<file path="src/rtl/sound_cmd_queue_pkg.sv">
// Shared definitions for the main-CPU sound write stage: drain FSM encoding,
// default bus addresses and the CPU write decode helper.
package sound_cmd_queue_pkg;

  typedef enum logic [1:0] {
    StIdle   = 2'd0,
    StIssue  = 2'd1,
    StWaitLo = 2'd2,
    StWaitHi = 2'd3
  } drain_st_e;

  localparam logic [15:0] LATCH_AD_DFLT = 16'hF200;
  localparam logic [15:0] TRIG_AD_DFLT  = 16'hF400;

  function automatic logic wr_hit(input logic we, input logic [15:0] ad,
                                  input logic [15:0] target);
    return we && (ad == target);
  endfunction

endpackage

</file>
<file path="src/rtl/sound_cmd_queue_if.sv">
// CPU-side write bus and PSG handshake bundle for sound_cmd_queue.
// The slave modport is the queue itself; master is the CPU/PSG side.
interface sound_cmd_queue_if #(
  parameter int unsigned DEPTH = 4
);
  localparam int unsigned LW = $clog2(DEPTH) + 1;

  logic [15:0]   CPUAD;
  logic [7:0]    CPUWD;
  logic          CPUWE;
  logic [7:0]    PSG_WD;
  logic          PSG_WE;
  logic          PSG_RDY;
  logic [LW-1:0] LEVEL;
  logic          OVF;

  modport master (
    output CPUAD, CPUWD, CPUWE, PSG_RDY,
    input  PSG_WD, PSG_WE, LEVEL, OVF
  );

  modport slave (
    input  CPUAD, CPUWD, CPUWE, PSG_RDY,
    output PSG_WD, PSG_WE, LEVEL, OVF
  );

endinterface

</file>
<file path="src/rtl/sound_fifo.sv">
// Small circular-buffer FIFO clocked on the falling edge of the CPU clock.
// Pointers carry one extra wrap bit so full and empty are told apart.
module sound_fifo #(
  parameter int unsigned DEPTH = 4,
  parameter int unsigned WIDTH = 8
) (
  input  logic                     clk,
  input  logic                     rst,
  input  logic                     push,
  input  logic                     pop,
  input  logic [WIDTH-1:0]         din,
  output logic [WIDTH-1:0]         dout,
  output logic [$clog2(DEPTH):0]   level,
  output logic                     full,
  output logic                     empty
);
  localparam int unsigned AW = $clog2(DEPTH);

  logic [WIDTH-1:0] mem_q [DEPTH];
  logic [AW:0]      wptr_q, rptr_q;
  logic             do_push, do_pop;

  assign level = wptr_q - rptr_q;
  assign full  = (level == (AW + 1)'(DEPTH));
  assign empty = (level == '0);

  // A pop frees the slot the push would need, so a full FIFO still accepts it.
  assign do_pop  = pop && !empty;
  assign do_push = push && (!full || do_pop);

  always_ff @(negedge clk or posedge rst) begin
    if (rst) begin
      wptr_q <= '0;
      rptr_q <= '0;
    end else begin
      if (do_push) wptr_q <= wptr_q + 1'b1;
      if (do_pop)  rptr_q <= rptr_q + 1'b1;
    end
  end

  always_ff @(negedge clk) begin
    if (do_push) mem_q[wptr_q[AW-1:0]] <= din;
  end

  assign dout = mem_q[rptr_q[AW-1:0]];

endmodule

</file>
<file path="src/rtl/sound_cmd_queue.sv">
// Main-CPU sound write stage: captures the sound latch, queues one byte per
// trigger write and drains the queue into the PSG using its READY handshake.
module sound_cmd_queue
  import sound_cmd_queue_pkg::*;
#(
  parameter int unsigned DEPTH    = 4,
  parameter logic [15:0] LATCH_AD = LATCH_AD_DFLT,
  parameter logic [15:0] TRIG_AD  = TRIG_AD_DFLT,
  parameter int unsigned RDY_TMO  = 4
) (
  input logic              CPUCL,
  input logic              RESET,
  sound_cmd_queue_if.slave bus
);
  localparam int unsigned LW = $clog2(DEPTH) + 1;
  localparam int unsigned CW = (RDY_TMO > 1) ? $clog2(RDY_TMO) : 1;

  drain_st_e     state_q, state_d;
  logic [CW-1:0] cnt_q, cnt_d;
  logic [7:0]    sndlt_q, sndlt_d;
  logic [7:0]    psg_wd_q, psg_wd_d;
  logic          psg_we_q, psg_we_d;
  logic          ptrg_q;
  logic          ovf_q, ovf_d;

  logic          trg, lat, push, pop, full, empty;
  logic [7:0]    head;
  logic [LW-1:0] level;

  assign trg  = wr_hit(bus.CPUWE, bus.CPUAD, TRIG_AD);
  assign lat  = wr_hit(bus.CPUWE, bus.CPUAD, LATCH_AD);
  // One push per CPU write cycle, however long the strobe is held.
  assign push = trg && !ptrg_q;

  sound_fifo #(
    .DEPTH (DEPTH),
    .WIDTH (8)
  ) u_fifo (
    .clk   (CPUCL),
    .rst   (RESET),
    .push  (push),
    .pop   (pop),
    .din   (sndlt_q),
    .dout  (head),
    .level (level),
    .full  (full),
    .empty (empty)
  );

  always_comb begin
    sndlt_d = sndlt_q;
    ovf_d   = ovf_q;
    if (lat) sndlt_d = bus.CPUWD;
    if (push && full && !pop) ovf_d = 1'b1;
  end

  always_comb begin
    state_d  = state_q;
    cnt_d    = cnt_q;
    psg_wd_d = psg_wd_q;
    psg_we_d = 1'b0;
    pop      = 1'b0;
    unique case (state_q)
      StIdle: begin
        if (!empty) begin
          pop      = 1'b1;
          psg_wd_d = head;
          psg_we_d = 1'b1;
          state_d  = StIssue;
        end
      end
      StIssue: begin
        cnt_d   = '0;
        state_d = StWaitLo;
      end
      StWaitLo: begin
        // A PSG that never drops READY is treated as having taken the byte.
        if (!bus.PSG_RDY) begin
          state_d = StWaitHi;
        end else if (cnt_q == CW'(RDY_TMO - 1)) begin
          state_d = StIdle;
        end else begin
          cnt_d = cnt_q + 1'b1;
        end
      end
      StWaitHi: begin
        if (bus.PSG_RDY) state_d = StIdle;
      end
      default: state_d = StIdle;
    endcase
  end

  always_ff @(negedge CPUCL or posedge RESET) begin
    if (RESET) begin
      state_q  <= StIdle;
      cnt_q    <= '0;
      sndlt_q  <= 8'h00;
      psg_wd_q <= 8'h00;
      psg_we_q <= 1'b0;
      ptrg_q   <= 1'b0;
      ovf_q    <= 1'b0;
    end else begin
      state_q  <= state_d;
      cnt_q    <= cnt_d;
      sndlt_q  <= sndlt_d;
      psg_wd_q <= psg_wd_d;
      psg_we_q <= psg_we_d;
      ptrg_q   <= trg;
      ovf_q    <= ovf_d;
    end
  end

  assign bus.PSG_WD = psg_wd_q;
  assign bus.PSG_WE = psg_we_q;
  assign bus.LEVEL  = level;
  assign bus.OVF    = ovf_q;

endmodule

</file>
<file path="src/flat_wrapper.sv">
// flat-port wrapper written by rule: the top's interface ports become plain ports
module sound_cmd_queue_flat import sound_cmd_queue_pkg::*;
#(
  parameter int unsigned DEPTH    = 4,
  parameter logic [15:0] LATCH_AD = LATCH_AD_DFLT,
  parameter logic [15:0] TRIG_AD  = TRIG_AD_DFLT,
  parameter int unsigned RDY_TMO  = 4
)
  (CPUCL, RESET, bus_CPUAD, bus_CPUWD, bus_CPUWE, bus_PSG_RDY, bus_PSG_WD, bus_PSG_WE, bus_LEVEL, bus_OVF);
  sound_cmd_queue_if #(.DEPTH(DEPTH)) bus_i ();
  input logic CPUCL;
  input logic RESET;
  input wire logic [$bits(bus_i.CPUAD)-1:0] bus_CPUAD;
  input wire logic [$bits(bus_i.CPUWD)-1:0] bus_CPUWD;
  input wire logic [$bits(bus_i.CPUWE)-1:0] bus_CPUWE;
  input wire logic [$bits(bus_i.PSG_RDY)-1:0] bus_PSG_RDY;
  output wire logic [$bits(bus_i.PSG_WD)-1:0] bus_PSG_WD;
  output wire logic [$bits(bus_i.PSG_WE)-1:0] bus_PSG_WE;
  output wire logic [$bits(bus_i.LEVEL)-1:0] bus_LEVEL;
  output wire logic [$bits(bus_i.OVF)-1:0] bus_OVF;
  assign bus_i.CPUAD = bus_CPUAD;
  assign bus_i.CPUWD = bus_CPUWD;
  assign bus_i.CPUWE = bus_CPUWE;
  assign bus_i.PSG_RDY = bus_PSG_RDY;
  assign bus_PSG_WD = bus_i.PSG_WD;
  assign bus_PSG_WE = bus_i.PSG_WE;
  assign bus_LEVEL = bus_i.LEVEL;
  assign bus_OVF = bus_i.OVF;
  sound_cmd_queue #(.DEPTH(DEPTH), .LATCH_AD(LATCH_AD), .TRIG_AD(TRIG_AD), .RDY_TMO(RDY_TMO)) u_core (.CPUCL(CPUCL), .RESET(RESET), .bus(bus_i));
endmodule
</file>
<file path="config.mk">
export PLATFORM = sky130hd
export DESIGN_NAME = sound_cmd_queue_flat
export DESIGN_NICKNAME = d
export VERILOG_FILES = /design/src/rtl/sound_cmd_queue_pkg.sv /design/src/rtl/sound_cmd_queue_if.sv /design/src/rtl/sound_fifo.sv /design/src/rtl/sound_cmd_queue.sv /design/src/flat_wrapper.sv
export SDC_FILE = /design/constraint.sdc
export NUM_CORES = 1
export LEC_CHECK = 0
export BUFFER_PORTS_ARGS = -buffer_cell sky130_fd_sc_hd__clkbuf_2
export CAP_MARGIN = 20
export CORE_ASPECT_RATIO = 1.4
export CORE_UTILIZATION = 40
export CTS_CLUSTER_DIAMETER = 120
export CTS_CLUSTER_SIZE = 28
export DETAILED_ROUTE_END_ITERATION = 12
export GPL_ROUTABILITY_DRIVEN = 0
export GPL_TIMING_DRIVEN = 0
export PLACE_DENSITY = 0.68
export SLEW_MARGIN = 20
export SYNTH_ARGS = -nofsm -noshare
export SYNTH_HDL_FRONTEND = slang
export SYNTH_SLANG_ARGS = --single-unit
export TNS_END_PERCENT = 50
</file>
<file path="constraint.sdc">
create_clock -name CPUCL -period 3.4 [get_ports CPUCL]
set_input_delay 1.02 -clock CPUCL [delete_from_list [all_inputs] [get_ports CPUCL]]
set_output_delay 1.02 -clock CPUCL [all_outputs]
set_load 0.02 [all_outputs]
</file>
======== Word level (Yosys, flattened, before mapping) ========
Memory sizes are Yosys's and may differ from the RTL's. A register that Yosys moved wholly into a read port is not among the register bits.
Cells that the tools add are included.
storage, ports and cells
  register bits after elaboration ......... 21
  RAM bits ................................ 32
  input port bits ......................... 28
  output and inout port bits .............. 13
  logic and storage cells ................. 56
  memories kept ........................... 1
memory list
  name                 words  width  read ports  clocked after memory_dff  wr ports  RTL line          source
  u_core.u_fifo.mem_q  4      8      1           1                         1         sound_fifo.sv:19  logic [WIDTH-1:0] mem_q [DEPTH];
operators by class
  $add $sub $neg .......................... 4
  equality and inequality tests ........... 12
  mux-type cells .......................... 12
  bitwise operators ....................... 1
  reductions and logical operators ........ 18
operators by type and width
  kind                                                                     count
  16-bit equality test, second input constant                              2
  2-bit 2-to-1 mux                                                         6
  2-bit inequality test, second input constant                             4
  2-bit one-hot mux with 4 select lines                                    1
  1-bit logical AND                                                        7
  3-bit by 1-bit adder with 3-bit output, second input constant            2
  2-bit equality test, second input constant                               3
  3-bit AND reduction                                                      2
  1-bit logical NOT                                                        4
  1-bit 2-to-1 mux                                                         4
  2-bit one-hot mux with 2 select lines                                    1
  3-bit equality test, second input constant                               1
  3-bit logical NOT                                                        1
  3-bit by 2-bit inequality test with 1-bit output, second input constant  1
  3-bit subtractor                                                         1
  2-bit by 1-bit adder with 2-bit output, second input constant            1
  2-bit by 1-bit equality test with 1-bit output, second input constant    1
  2-bit logical NOT                                                        1
  2-bit AND reduction                                                      1
  2-bit nonzero test                                                       1
  1-bit logical OR                                                         1
  1-bit inverter                                                           1

======== Longest topological paths before layout ========
Gate-level depths: netlist of run 1.
  depth in word-level cells ............... 9
  depth in mapped cells ................... 8

======== Modules after synthesis ========
From an unflattened synthesis of run 1, not the netlist that was laid out.
second synthesis, totals
  cell total of the unflattened synthesis .. 171
  area, all modules ....................... 2581.2 µm²
modules (own cells, without submodules)
  module           times used  cells each  area an instance (µm²)
  sound_fifo       1           87          1631.6
  sound_cmd_queue  1           84          949.7

==> flow_metrics.env, run 1 <==
export IMPL_outcome="finished, violations left"
export IMPL_failed_checks="setup timing"
export IMPL_final_hold_viol_count=0
export IMPL_fill_cells=494
export IMPL_placement_io_buffers=40
export IMPL_synth_async_sr_flop_share_pct=47.5
export IMPL_antenna_cells=0
export IMPL_routed_via_count=1545
export IMPL_fin_setup_tns_ns=-24.33
export IMPL_finalClockSkew_ns=0.0558
export IMPL_nets=277
export IMPL_firstDrtPassIters=4
export IMPL_synthTopCellsByArea="sky130_fd_sc_hd__edfxtp_1, sky130_fd_sc_hd__dfrtn_1, sky130_fd_sc_hd__mux2_2"
export IMPL_synth_edf_count=32
export IMPL_critical_path_at_ns=3.43
export IMPL_synth_top_area_share_pct=37.8
export IMPL_irDropWorstVdd_mv=0.303
export IMPL_criticalPathCategory="register to output port"
export IMPL_netlist_cell_type_count=33
export IMPL_detail_route_vias_per_cell=4.86
export IMPL_ctsRootBufferMaster="sky130_fd_sc_hd__clkbuf_8"
export IMPL_hpwl_um=2950
export IMPL_hold_path_endpoint="u_core.u_fifo.wptr_q[2]$_DFFE_NP0P_"
export IMPL_placed_cells_incl_taps=258
export IMPL_syn_num_nets=182
export IMPL_global_route_usage_met3_pct=4.25
export IMPL_ys_warnings_count=0
export IMPL_synth_top_area_cell="sky130_fd_sc_hd__edfxtp_1"
export IMPL_first_pass_grt_wire_length_um=7150
export IMPL_timing_max_transition_violations_final=0
export IMPL_critPathSlowestCell="sky130_fd_sc_hd__dfrtn_1"
export IMPL_grt_util_met2_pct=25.4
export IMPL_row_count=34
export IMPL_max_slew_margin_rel_pct=48.8
export IMPL_crit_reg2reg_capture="u_core.u_fifo.wptr_q[1]$_DFFE_NP0P_"
export IMPL_first_global_vias=1579
export IMPL_cells_on_worst_reg2reg_path=9
export IMPL_final_setup_worst_slack_ns=-1.05
export IMPL_synth_main_ff_cell="sky130_fd_sc_hd__edfxtp_1"
export IMPL_grt_usage_pct=14.5
export IMPL_mapped_cells=146
export IMPL_startpoint_class_of_the_critical_path="register"
export IMPL_path_clk_slew_ns=0.05
export IMPL_worst_hold_path_type="register to register"
export IMPL_critical_path_required_ns=2.38
export IMPL_grt_antenna_before_repair=0
export IMPL_path_common_cell="sky130_fd_sc_hd__inv_2"
export IMPL_grt_use_met1_pct=15.4
export IMPL_top_usage_layer="met2"
export IMPL_timing_critical_path_to_type="output port"
export IMPL_clock_insertion_delay_worst_skew_ns=0.37
export IMPL_floorplan_die_height_um=96.4
export IMPL_die_area_um2=6690
export IMPL_floorplan_die_width_um=69.4
export IMPL_synth_ff_latch_count=61
export IMPL_dp_worst_setup_slack_ns=-1.13
export IMPL_worst_path_largest_cell_delay_ns=0.44
export IMPL_report_final_setup_viol=56
export IMPL_detail_route_drc_violations=0
export IMPL_setup_reg_to_reg_worst_slack_ns=0.70
export IMPL_drive_gt1_share_pct=45.9
export IMPL_globalRouteOverflowTotal=0
export IMPL_drv_max_cap_violation_count=0
export IMPL_worst_slew_pin_transition_ns=0.768
export IMPL_initial_core_utilization_pct=41.3
export IMPL_synth_seq_area_share_pct=66.3
export IMPL_sequence_of_cells_on_the_critical_path="inv_2 -> ha_4 -> fa_2 -> xnor3_2 -> inv_2 -> buf_8"
export IMPL_reg2reg_from="u_core.u_fifo.wptr_q[0]$_DFFE_NP0P_"
export IMPL_holdWs_ns=0.433
export IMPL_route_detailed_wl_per_inst_um=13.5
export IMPL_numCtsBuffers=9
export IMPL_rsz0062_at_grt="true"
export IMPL_drt_first_iter_violations=88
export IMPL_placed_area_um2=2920
export IMPL_placeableCoreArea_um2=6170
export IMPL_power_per_cell_area_nw_per_um2=716
export IMPL_p_leak_nw=1.64
export IMPL_maximum_number_of_buffers_from_clock_root_to_sink=2
export IMPL_postSynthAreaPerCell_um2=17.4
export IMPL_cts_sinks=61
export IMPL_timing_critical_path_fanout_max=2
export IMPL_syn_cell_area_um2=2540
export IMPL_syn_to_final_growth_pct=36.1
export IMPL_htreeDepth=3
export IMPL_drtAntennaViolNets=0
export IMPL_routed_wirelength_um=4300
export IMPL_hold_path_cell_count=1
export IMPL_finalNonFillerCells=318
export IMPL_cts_tree="yes"
export IMPL_fin_area_um2=3460
export IMPL_hp_start="u_core.u_fifo.wptr_q[2]$_DFFE_NP0P_"
export IMPL_floorplan_io_pins=41
export IMPL_pin_count_of_the_biggest_net_entering_global_routing=30
per-layer routing:
layer,vias up,part of all wire [%]
met5,-,0
met3,13,4.7
met4,0,3.1
met1,750,40
li1,738,-
met2,44,52
cell type report:
class	instances	area (um^2)	share of cell area, %
multi-input combinational	72	886	25.6
buffer	4	22.5	0.650
clock buffer	12	155	4.48
tap	72	90.1	2.60
timing repair buffer	53	442	12.8
clock inverter	36	149	4.30
inverter	8	32.5	0.939
sequential	61	1690	48.7
cell families after synthesis:
kind of cell,count (synthesis),share of synthesized area (%)
AOI/OAI and AO/OA,10,3.29
xor gates and xnor gates,5,2.26
adders and majority gates,8,4.23
buffers and inverters,13,2.21
DFF,61,66.3
muxes,26,15.0
and+or+nand+nor,23,6.69
worst max path at each step:
stage                                                   start                             endpoint  slack, ns
after floorplan                                  bus_CPUAD[2]  u_core.u_fifo.mem_q[0][0]$_DFFE_NP_      -0.82
after global placement                           bus_CPUAD[1]  u_core.u_fifo.mem_q[1][3]$_DFFE_NP_      -1.12
after detailed placement                         bus_CPUAD[2]  u_core.u_fifo.mem_q[1][3]$_DFFE_NP_      -1.13
after CTS                 u_core.u_fifo.wptr_q[0]$_DFFE_NP0P_                         bus_LEVEL[2]      -1.05
after global routing      u_core.u_fifo.wptr_q[0]$_DFFE_NP0P_                         bus_LEVEL[2]      -1.10
final                     u_core.u_fifo.wptr_q[0]$_DFFE_NP0P_                         bus_LEVEL[2]      -1.05
state kept, by name, summed over array words and instances (netlist names):
signal / flops
u_core.u_fifo.mem_q: 32
u_core.bus.PSG_WE: 1
u_core.bus.OVF: 1
u_core.u_fifo.rptr_q: 3
u_core.bus.PSG_WD: 8
u_core.cnt_q: 2
u_core.state_q: 2
u_core.sndlt_q: 8
u_core.ptrg_q: 1
u_core.u_fifo.wptr_q: 3
cell usage in the layout, fill, tap and decap left out, types with 3 or more instances in the layout:
master,count
sky130_fd_sc_hd__mux4_2,8
sky130_fd_sc_hd__nor4_4,3
sky130_fd_sc_hd__nand2_1,5
sky130_fd_sc_hd__edfxtp_1,32
sky130_fd_sc_hd__ha_1,6
sky130_fd_sc_hd__inv_1,36
sky130_fd_sc_hd__inv_2,4
sky130_fd_sc_hd__buf_4,10
sky130_fd_sc_hd__dfrtn_1,29
sky130_fd_sc_hd__a21oi_1,3
sky130_fd_sc_hd__and2_4,3
sky130_fd_sc_hd__clkbuf_2,24
sky130_fd_sc_hd__mux2_2,16
sky130_fd_sc_hd__clkbuf_8,21
sky130_fd_sc_hd__buf_6,8
power by group:
group / switching, W / total (W) / internal (W)
Combinational: 0.000371 / 0.000806 / 0.000435
Clock: 0.000365 / 0.000721 / 0.000355
Sequential: 0.0000723 / 0.000952 / 0.000880
synthesized netlist by cell type, types with 3 or more instances:
cell type,count
sky130_fd_sc_hd__ha_1,7
sky130_fd_sc_hd__mux2_2,16
sky130_fd_sc_hd__inv_1,9
sky130_fd_sc_hd__dfrtn_1,29
sky130_fd_sc_hd__nand2_1,5
sky130_fd_sc_hd__mux4_2,8
sky130_fd_sc_hd__a21oi_1,3
sky130_fd_sc_hd__and2_1,3
sky130_fd_sc_hd__edfxtp_1,32
through the flow:
step,total power (W),utilization (%)
final,0.00248,56.1
after global routing,0.00262,56.1
after CTS,0.00248,55.1
after detailed placement,0.00165,47.3
after global placement,0.00164,47.3
after floorplan,0.00147,-
what timing repair did:
action,4_1_cts,5_1_grt
setup endpoints to repair,57,57
setup buffers,10,3
pin swaps,6,7
hold buffers,0,0
gates resized for setup,26,13
critical path, delay by kind of cell, from the launching register on:
| kind | cells | cell delay [ns] |
|---|---|---|
| fa+ha+maj | 2 | 0.48 |
| buf+inv | 3 | 0.23 |
| xor+xnor | 1 | 0.24 |
| flops | 1 | 0.44 |
No activity file was read; power rests on OpenSTA's default activity.
==> run 2, diff against run 1 <==
--- a/config.mk
+++ b/config.mk
@@ -14,6 +14,7 @@
 export DETAILED_ROUTE_END_ITERATION = 12
 export GPL_ROUTABILITY_DRIVEN = 0
 export GPL_TIMING_DRIVEN = 0
+export MAX_ROUTING_LAYER = met4
 export PLACE_DENSITY = 0.68
 export SLEW_MARGIN = 20
 export SYNTH_ARGS = -nofsm -noshare
==> run 2 against run 1 <==
Against the previous run:
- the run still ends with setup timing left
- combinational power hardly changed
- sequential power hardly changed
- global-route usage is 0.43 points higher
- hold slack stayed put
- first-iteration DRC count is 1.1% higher
- count of clock-buffer cells in the layout stayed put
- largest cell class unchanged
==> flow_metrics.env, run 2 (synthesized netlist as in run 1, its figures left out) <==
export IMPL_drive_gt1_share_pct=45.9
export IMPL_detail_route_vias_per_cell=4.86
export IMPL_timing_critical_path_fanout_max=2
export IMPL_ctsRootBufferMaster="sky130_fd_sc_hd__clkbuf_8"
export IMPL_hpwl_um=2950
export IMPL_placeableCoreArea_um2=6170
export IMPL_drv_max_cap_violation_count=0
export IMPL_seq_power_share_pct=38.4
export IMPL_nets=277
export IMPL_first_global_vias=1578
export IMPL_first_pass_grt_wire_length_um=7160
export IMPL_internal_power_w=0.00167
export IMPL_startpoint_class_of_the_critical_path="register"
export IMPL_critical_path_required_ns=2.38
export IMPL_p_total_w=0.00248
export IMPL_mostFrequentLayoutCell="sky130_fd_sc_hd__inv_1"
export IMPL_outcome="finished, violations left"
export IMPL_antenna_cells=0
export IMPL_worst_hold_path_type="register to register"
export IMPL_row_count=34
export IMPL_routed_via_count=1546
export IMPL_cts_sinks=61
export IMPL_timing_critical_path_to_type="output port"
export IMPL_grt_antenna_before_repair=0
export IMPL_final_util_pct=56.1
export IMPL_max_slew_margin_rel_pct=48.8
export IMPL_grt_usage_pct=15.0
export IMPL_hold_path_cell_count=1
export IMPL_power_per_cell_area_nw_per_um2=716
export IMPL_pin_count_of_the_biggest_net_entering_global_routing=30
export IMPL_floorplan_die_height_um=96.4
export IMPL_numCtsBuffers=9
export IMPL_routed_wirelength_um=4300
export IMPL_rsz0062_at_grt="true"
export IMPL_hold_path_endpoint="u_core.u_fifo.wptr_q[2]$_DFFE_NP0P_"
export IMPL_holdWs_ns=0.433
export IMPL_globalRouteOverflowTotal=0
export IMPL_power_share_clock_pct=29.1
export IMPL_commonest_non_fill_non_tap_cells_in_the_layout="sky130_fd_sc_hd__inv_1, sky130_fd_sc_hd__edfxtp_1, sky130_fd_sc_hd__dfrtn_1"
export IMPL_report_final_setup_viol=56
export IMPL_drt_first_iter_violations=89
export IMPL_clock_insertion_delay_worst_skew_ns=0.37
export IMPL_irDropWorstVdd_mv=0.303
export IMPL_syn_to_final_growth_pct=36.1
export IMPL_fin_setup_tns_ns=-24.28
export IMPL_worst_slew_pin_transition_ns=0.768
export IMPL_firstDrtPassIters=4
export IMPL_hp_start="u_core.u_fifo.wptr_q[2]$_DFFE_NP0P_"
export IMPL_p_leak_nw=1.64
export IMPL_setup_reg_to_reg_worst_slack_ns=0.70
export IMPL_criticalPathCategory="register to output port"
export IMPL_cells_on_worst_reg2reg_path=9
export IMPL_cts_tree="yes"
export IMPL_final_hold_viol_count=0
export IMPL_critical_path_at_ns=3.43
export IMPL_floorplan_io_pins=41
export IMPL_largest_register_ffs=32
export IMPL_combinationalPowerShare_pct=32.5
export IMPL_floorplan_die_width_um=69.4
export IMPL_placement_io_buffers=40
export IMPL_switching_part_of_the_total_pct=32.7
export IMPL_final_setup_worst_slack_ns=-1.05
export IMPL_path_clk_slew_ns=0.05
export IMPL_initial_core_utilization_pct=41.3
export IMPL_finalClockSkew_ns=0.0558
export IMPL_placed_cells_incl_taps=258
export IMPL_power_switching_w=0.000810
export IMPL_finalNonFillerCells=318
export IMPL_failed_checks="setup timing"
export IMPL_htreeDepth=3
export IMPL_detail_route_drc_violations=0
export IMPL_die_area_um2=6690
export IMPL_drtAntennaViolNets=0
export IMPL_timing_max_transition_violations_final=0
export IMPL_reg2reg_from="u_core.u_fifo.wptr_q[0]$_DFFE_NP0P_"
export IMPL_maximum_number_of_buffers_from_clock_root_to_sink=2
export IMPL_crit_reg2reg_capture="u_core.u_fifo.wptr_q[1]$_DFFE_NP0P_"
export IMPL_route_detailed_wl_per_inst_um=13.5
run 2: cell counts in the layout (fill, tap and decap cells not counted):
No cell type changed its count.
run 2: final cells by class:
| cell class | count | area, um^2 |
|---|---|---|
| repair buffers | 53 | 442 |
| plain buffers | 4 | 22.5 |
| clock inverters | 36 | 149 |
| inverters | 8 | 32.5 |
| clock buffers | 12 | 155 |
| well taps | 72 | 90.1 |
| multi-input cells | 72 | 886 |
| flip-flops and latches | 61 | 1690 |
| fillers | 494 | 2710 |
run 2: metrics by stage:
step,cell area [um^2],worst slack [ns]
finish,3460,-1.05
global route,3460,-1.10
CTS,3400,-1.05
detailed placement,2920,-1.13
global placement,2920,-1.12
floorplan,2630,-0.823
run 2: worst max path at each step:
stage                                        startpoint                             endpoint  slack [ns]  depth (start not counted)
floorplan                                  bus_CPUAD[2]  u_core.u_fifo.mem_q[0][0]$_DFFE_NP_       -0.82                          4
global placement                           bus_CPUAD[1]  u_core.u_fifo.mem_q[1][3]$_DFFE_NP_       -1.12                          5
detailed placement                         bus_CPUAD[2]  u_core.u_fifo.mem_q[1][3]$_DFFE_NP_       -1.13                          5
CTS                 u_core.u_fifo.wptr_q[0]$_DFFE_NP0P_                         bus_LEVEL[2]       -1.05                          6
global route        u_core.u_fifo.wptr_q[0]$_DFFE_NP0P_                         bus_LEVEL[2]       -1.10                          6
finish              u_core.u_fifo.wptr_q[0]$_DFFE_NP0P_                         bus_LEVEL[2]       -1.05                          6
run 2: what timing repair did:
action                     CTS  global route
hold buffers                 0             0
resized for setup           26            13
hold endpoints to repair     0             0
buffers inserted            10             3
setup endpoints to repair   57            57
pin swaps                    6             7
run 2: power groups by stage:
stage	registers (W)	clock network, W	logic [W]
after CTS	0.000954	0.000744	0.000785
after global routing	0.000965	0.000795	0.000860
after detailed placement	0.000958	0.0000582	0.000637
after global placement	0.000957	0.0000582	0.000620
final	0.000952	0.000722	0.000806
after floorplan	0.00101	0.0000582	0.000401
run 2: layer usage:
metal / track usage [%] / share of wire (%) / vias to the layer above
met5: - / 0 / -
met4: 9.69 / 3.1 / 0
met3: 4.25 / 4.6 / 13
met2: 25.4 / 52 / 44
met1: 15.4 / 40 / 751
li1: - / - / 738
run 2: worst max-delay path, cell delays in order (launching register included):
cell                      delay (ns)
sky130_fd_sc_hd__dfrtn_1        0.44
sky130_fd_sc_hd__inv_2          0.06
sky130_fd_sc_hd__ha_4           0.15
sky130_fd_sc_hd__fa_2           0.33
sky130_fd_sc_hd__xnor3_2        0.24
sky130_fd_sc_hd__inv_2          0.07
sky130_fd_sc_hd__buf_8          0.10
==> run 3, diff against run 2 <==
--- a/config.mk
+++ b/config.mk
@@ -5,7 +5,7 @@
 export SDC_FILE = /design/constraint.sdc
 export NUM_CORES = 1
 export LEC_CHECK = 0
-export BUFFER_PORTS_ARGS = -buffer_cell sky130_fd_sc_hd__clkbuf_2
+export BUFFER_PORTS_ARGS = -buffer_cell sky130_fd_sc_hd__buf_4
 export CAP_MARGIN = 20
 export CORE_ASPECT_RATIO = 1.4
 export CORE_UTILIZATION = 40
@@ -14,7 +14,6 @@
 export DETAILED_ROUTE_END_ITERATION = 12
 export GPL_ROUTABILITY_DRIVEN = 0
 export GPL_TIMING_DRIVEN = 0
-export MAX_ROUTING_LAYER = met4
 export PLACE_DENSITY = 0.68
 export SLEW_MARGIN = 20
 export SYNTH_ARGS = -nofsm -noshare
==> constraint.sdc (replaced) <==
create_clock -name CPUCL -period 5 [get_ports CPUCL]
set_input_delay 1.5 -clock CPUCL [delete_from_list [all_inputs] [get_ports CPUCL]]
set_output_delay 1.5 -clock CPUCL [all_outputs]
set_load 0.02 [all_outputs]
==> run 3 against run 2 <==
Against the previous run:
- the run still ends with setup timing left
- hold slack worse by 0.0082 ns
- combinational power decreased by 38%
- register-to-register slack improved by 1.7 ns
- global-route usage shrank 0.66 points
- final cell count down 0.31%
- worst setup slack gained 0.32 ns
- critical endpoint unchanged
- highest routed layer unchanged
==> flow_metrics.env, run 3 (synthesized netlist as in run 1, its figures left out) <==
export IMPL_pin_count_of_the_biggest_net_entering_global_routing=30
export IMPL_ctsHoldBuffers=0
export IMPL_grt_usage_pct=14.3
export IMPL_criticalPathCategory="register to output port"
export IMPL_first_pass_grt_wire_length_um=7000
export IMPL_hold_path_endpoint="u_core.bus.OVF$_DFFE_NP0P_"
export IMPL_drtAntennaViolNets=0
export IMPL_fin_area_um2=3460
export IMPL_p_leak_nw=1.63
export IMPL_mostFrequentLayoutCell="sky130_fd_sc_hd__buf_4"
export IMPL_routed_wirelength_um=4320
export IMPL_numCtsBuffers=9
export IMPL_final_hold_viol_count=0
export IMPL_timing_critical_path_to_type="output port"
export IMPL_drt_first_iter_violations=58
export IMPL_drive_gt1_share_pct=45.3
export IMPL_commonest_non_fill_non_tap_cells_in_the_layout="sky130_fd_sc_hd__buf_4, sky130_fd_sc_hd__inv_1, sky130_fd_sc_hd__edfxtp_1"
export IMPL_antenna_cells=0
export IMPL_globalRouteOverflowTotal=0
export IMPL_detail_route_vias_per_cell=4.84
export IMPL_dp_worst_setup_slack_ns=-0.821
export IMPL_timing_critical_path_buf_inv=3
export IMPL_reg2reg_from="u_core.u_fifo.wptr_q[0]$_DFFE_NP0P_"
export IMPL_cts_tree="yes"
export IMPL_hpwl_um=2890
export IMPL_timing_critical_path_fanout_max=2
export IMPL_worst_hold_path_type="register to register"
export IMPL_hp_start="u_core.bus.OVF$_DFFE_NP0P_"
export IMPL_firstDrtPassIters=4
export IMPL_critPathSlowestCell="sky130_fd_sc_hd__dfrtn_1"
export IMPL_clock_insertion_delay_worst_skew_ns=0.39
export IMPL_first_global_vias=1518
export IMPL_grt_antenna_before_repair=0
export IMPL_row_count=34
export IMPL_routed_via_count=1534
export IMPL_largest_register_ffs=32
export IMPL_worst_slew_pin_transition_ns=0.741
export IMPL_path_common_cell="sky130_fd_sc_hd__inv_2"
export IMPL_floorplan_die_width_um=69.4
export IMPL_setup_reg_to_reg_worst_slack_ns=2.36
export IMPL_path_clk_slew_ns=0.05
export IMPL_floorplan_die_height_um=96.4
export IMPL_hold_path_cell_count=1
export IMPL_critical_path_at_ns=4.22
export IMPL_critPathTopFamily="adder cells"
export IMPL_nets=276
export IMPL_placed_area_um2=3020
export IMPL_timing_max_transition_violations_final=0
export IMPL_syn_to_final_growth_pct=35.8
export IMPL_startpoint_class_of_the_critical_path="register"
export IMPL_sequence_of_cells_on_the_critical_path="inv_2 -> ha_4 -> fa_2 -> xnor3_2 -> inv_2 -> buf_6"
export IMPL_failed_checks="setup timing"
export IMPL_placement_io_buffers=40
export IMPL_worst_path_largest_cell_delay_ns=0.43
export IMPL_holdWs_ns=0.425
export IMPL_die_area_um2=6690
export IMPL_ctsRootBufferMaster="sky130_fd_sc_hd__clkbuf_8"
export IMPL_detail_route_drc_violations=0
export IMPL_timing_critical_path_from="u_core.u_fifo.wptr_q[0]$_DFFE_NP0P_"
export IMPL_max_slew_margin_rel_pct=50.6
export IMPL_crit_reg2reg_capture="u_core.u_fifo.wptr_q[0]$_DFFE_NP0P_"
export IMPL_critical_path_required_ns=3.50
export IMPL_floorplan_io_pins=41
export IMPL_route_detailed_wl_per_inst_um=13.6
export IMPL_cts_sinks=61
export IMPL_placeableCoreArea_um2=6170
export IMPL_maximum_number_of_buffers_from_clock_root_to_sink=2
export IMPL_rsz0062_at_grt="true"
export IMPL_drv_max_cap_violation_count=0
export IMPL_cells_on_worst_reg2reg_path=11
export IMPL_outcome="finished, violations left"
export IMPL_finalClockSkew_ns=0.0670
export IMPL_htreeDepth=3
export IMPL_report_final_setup_viol=46
export IMPL_initial_core_utilization_pct=41.3
export IMPL_irDropWorstVdd_mv=0.195
export IMPL_power_per_cell_area_nw_per_um2=483
export IMPL_final_setup_worst_slack_ns=-0.724
run 3: cell count changes in the layout (fill, tap and decap cells not counted), moves of 2 or more:
| cell | delta |
|---|---|
| sky130_fd_sc_hd__buf_4 | +33 |
| sky130_fd_sc_hd__buf_6 | +2 |
| sky130_fd_sc_hd__buf_8 | -2 |
| sky130_fd_sc_hd__clkbuf_2 | -24 |
| sky130_fd_sc_hd__clkbuf_8 | -11 |
run 3: metrics by stage:
| step | util, % | instances | TNS (ns) | total power, W |
|---|---|---|---|---|
| finish | 56.0 | 317 | -11.92 | 0.00167 |
| CTS | 55.2 | 311 | -12.36 | 0.00168 |
| floorplan | - | 146 | -18.66 | 0.00100 |
| detailed placement | 48.9 | 258 | -33.36 | 0.00116 |
| global placement | 48.9 | 258 | -33.82 | 0.00115 |
| global route | 56.0 | 317 | -15.66 | 0.00177 |
run 3: worst max-delay path by stage:
stage | end | slack (ns) | cells past startpoint
2_1_floorplan | u_core.u_fifo.mem_q[0][0]$_DFFE_NP_ | -0.50 | 4
3_5_place_dp | u_core.u_fifo.mem_q[1][3]$_DFFE_NP_ | -0.82 | 5
3_3_place_gp | u_core.u_fifo.mem_q[1][3]$_DFFE_NP_ | -0.83 | 5
4_1_cts | bus_LEVEL[2] | -0.75 | 6
5_1_grt | bus_LEVEL[2] | -0.79 | 6
6_report | bus_LEVEL[2] | -0.72 | 6
run 3: area by class of cell:
type | count | area (um^2)
flip-flops and latches | 61 | 1690
inverters | 8 | 30.0
clock inverters | 37 | 159
fillers | 494 | 2710
clock buffers | 11 | 163
repair buffers | 52 | 424
plain buffers | 4 | 22.5
well taps | 72 | 90.1
multi-input cells | 72 | 882
run 3: repair_timing:
action,in CTS,in global routing
pin swaps,9,4
gates resized for setup,8,2
setup endpoints to repair,46,46
buffers inserted,6,6
run 3: power by group:
| part | switching [W] | leakage, nW | internal (W) |
|---|---|---|---|
| clock | 0.000263 | 0.274 | 0.000261 |
| combinational | 0.000244 | 0.623 | 0.000258 |
| sequential | 0.0000473 | 0.737 | 0.000598 |
| total | 0.000554 | 1.63 | 0.00112 |
run 3: routing by layer:
layer	part of all wire, %	GRT usage, %	up-vias
li1	-	-	741
met1	42	15.5	743
met2	52	25.1	42
met3	4.3	3.84	8
met4	2.2	9.18	0
met5	0	0	-
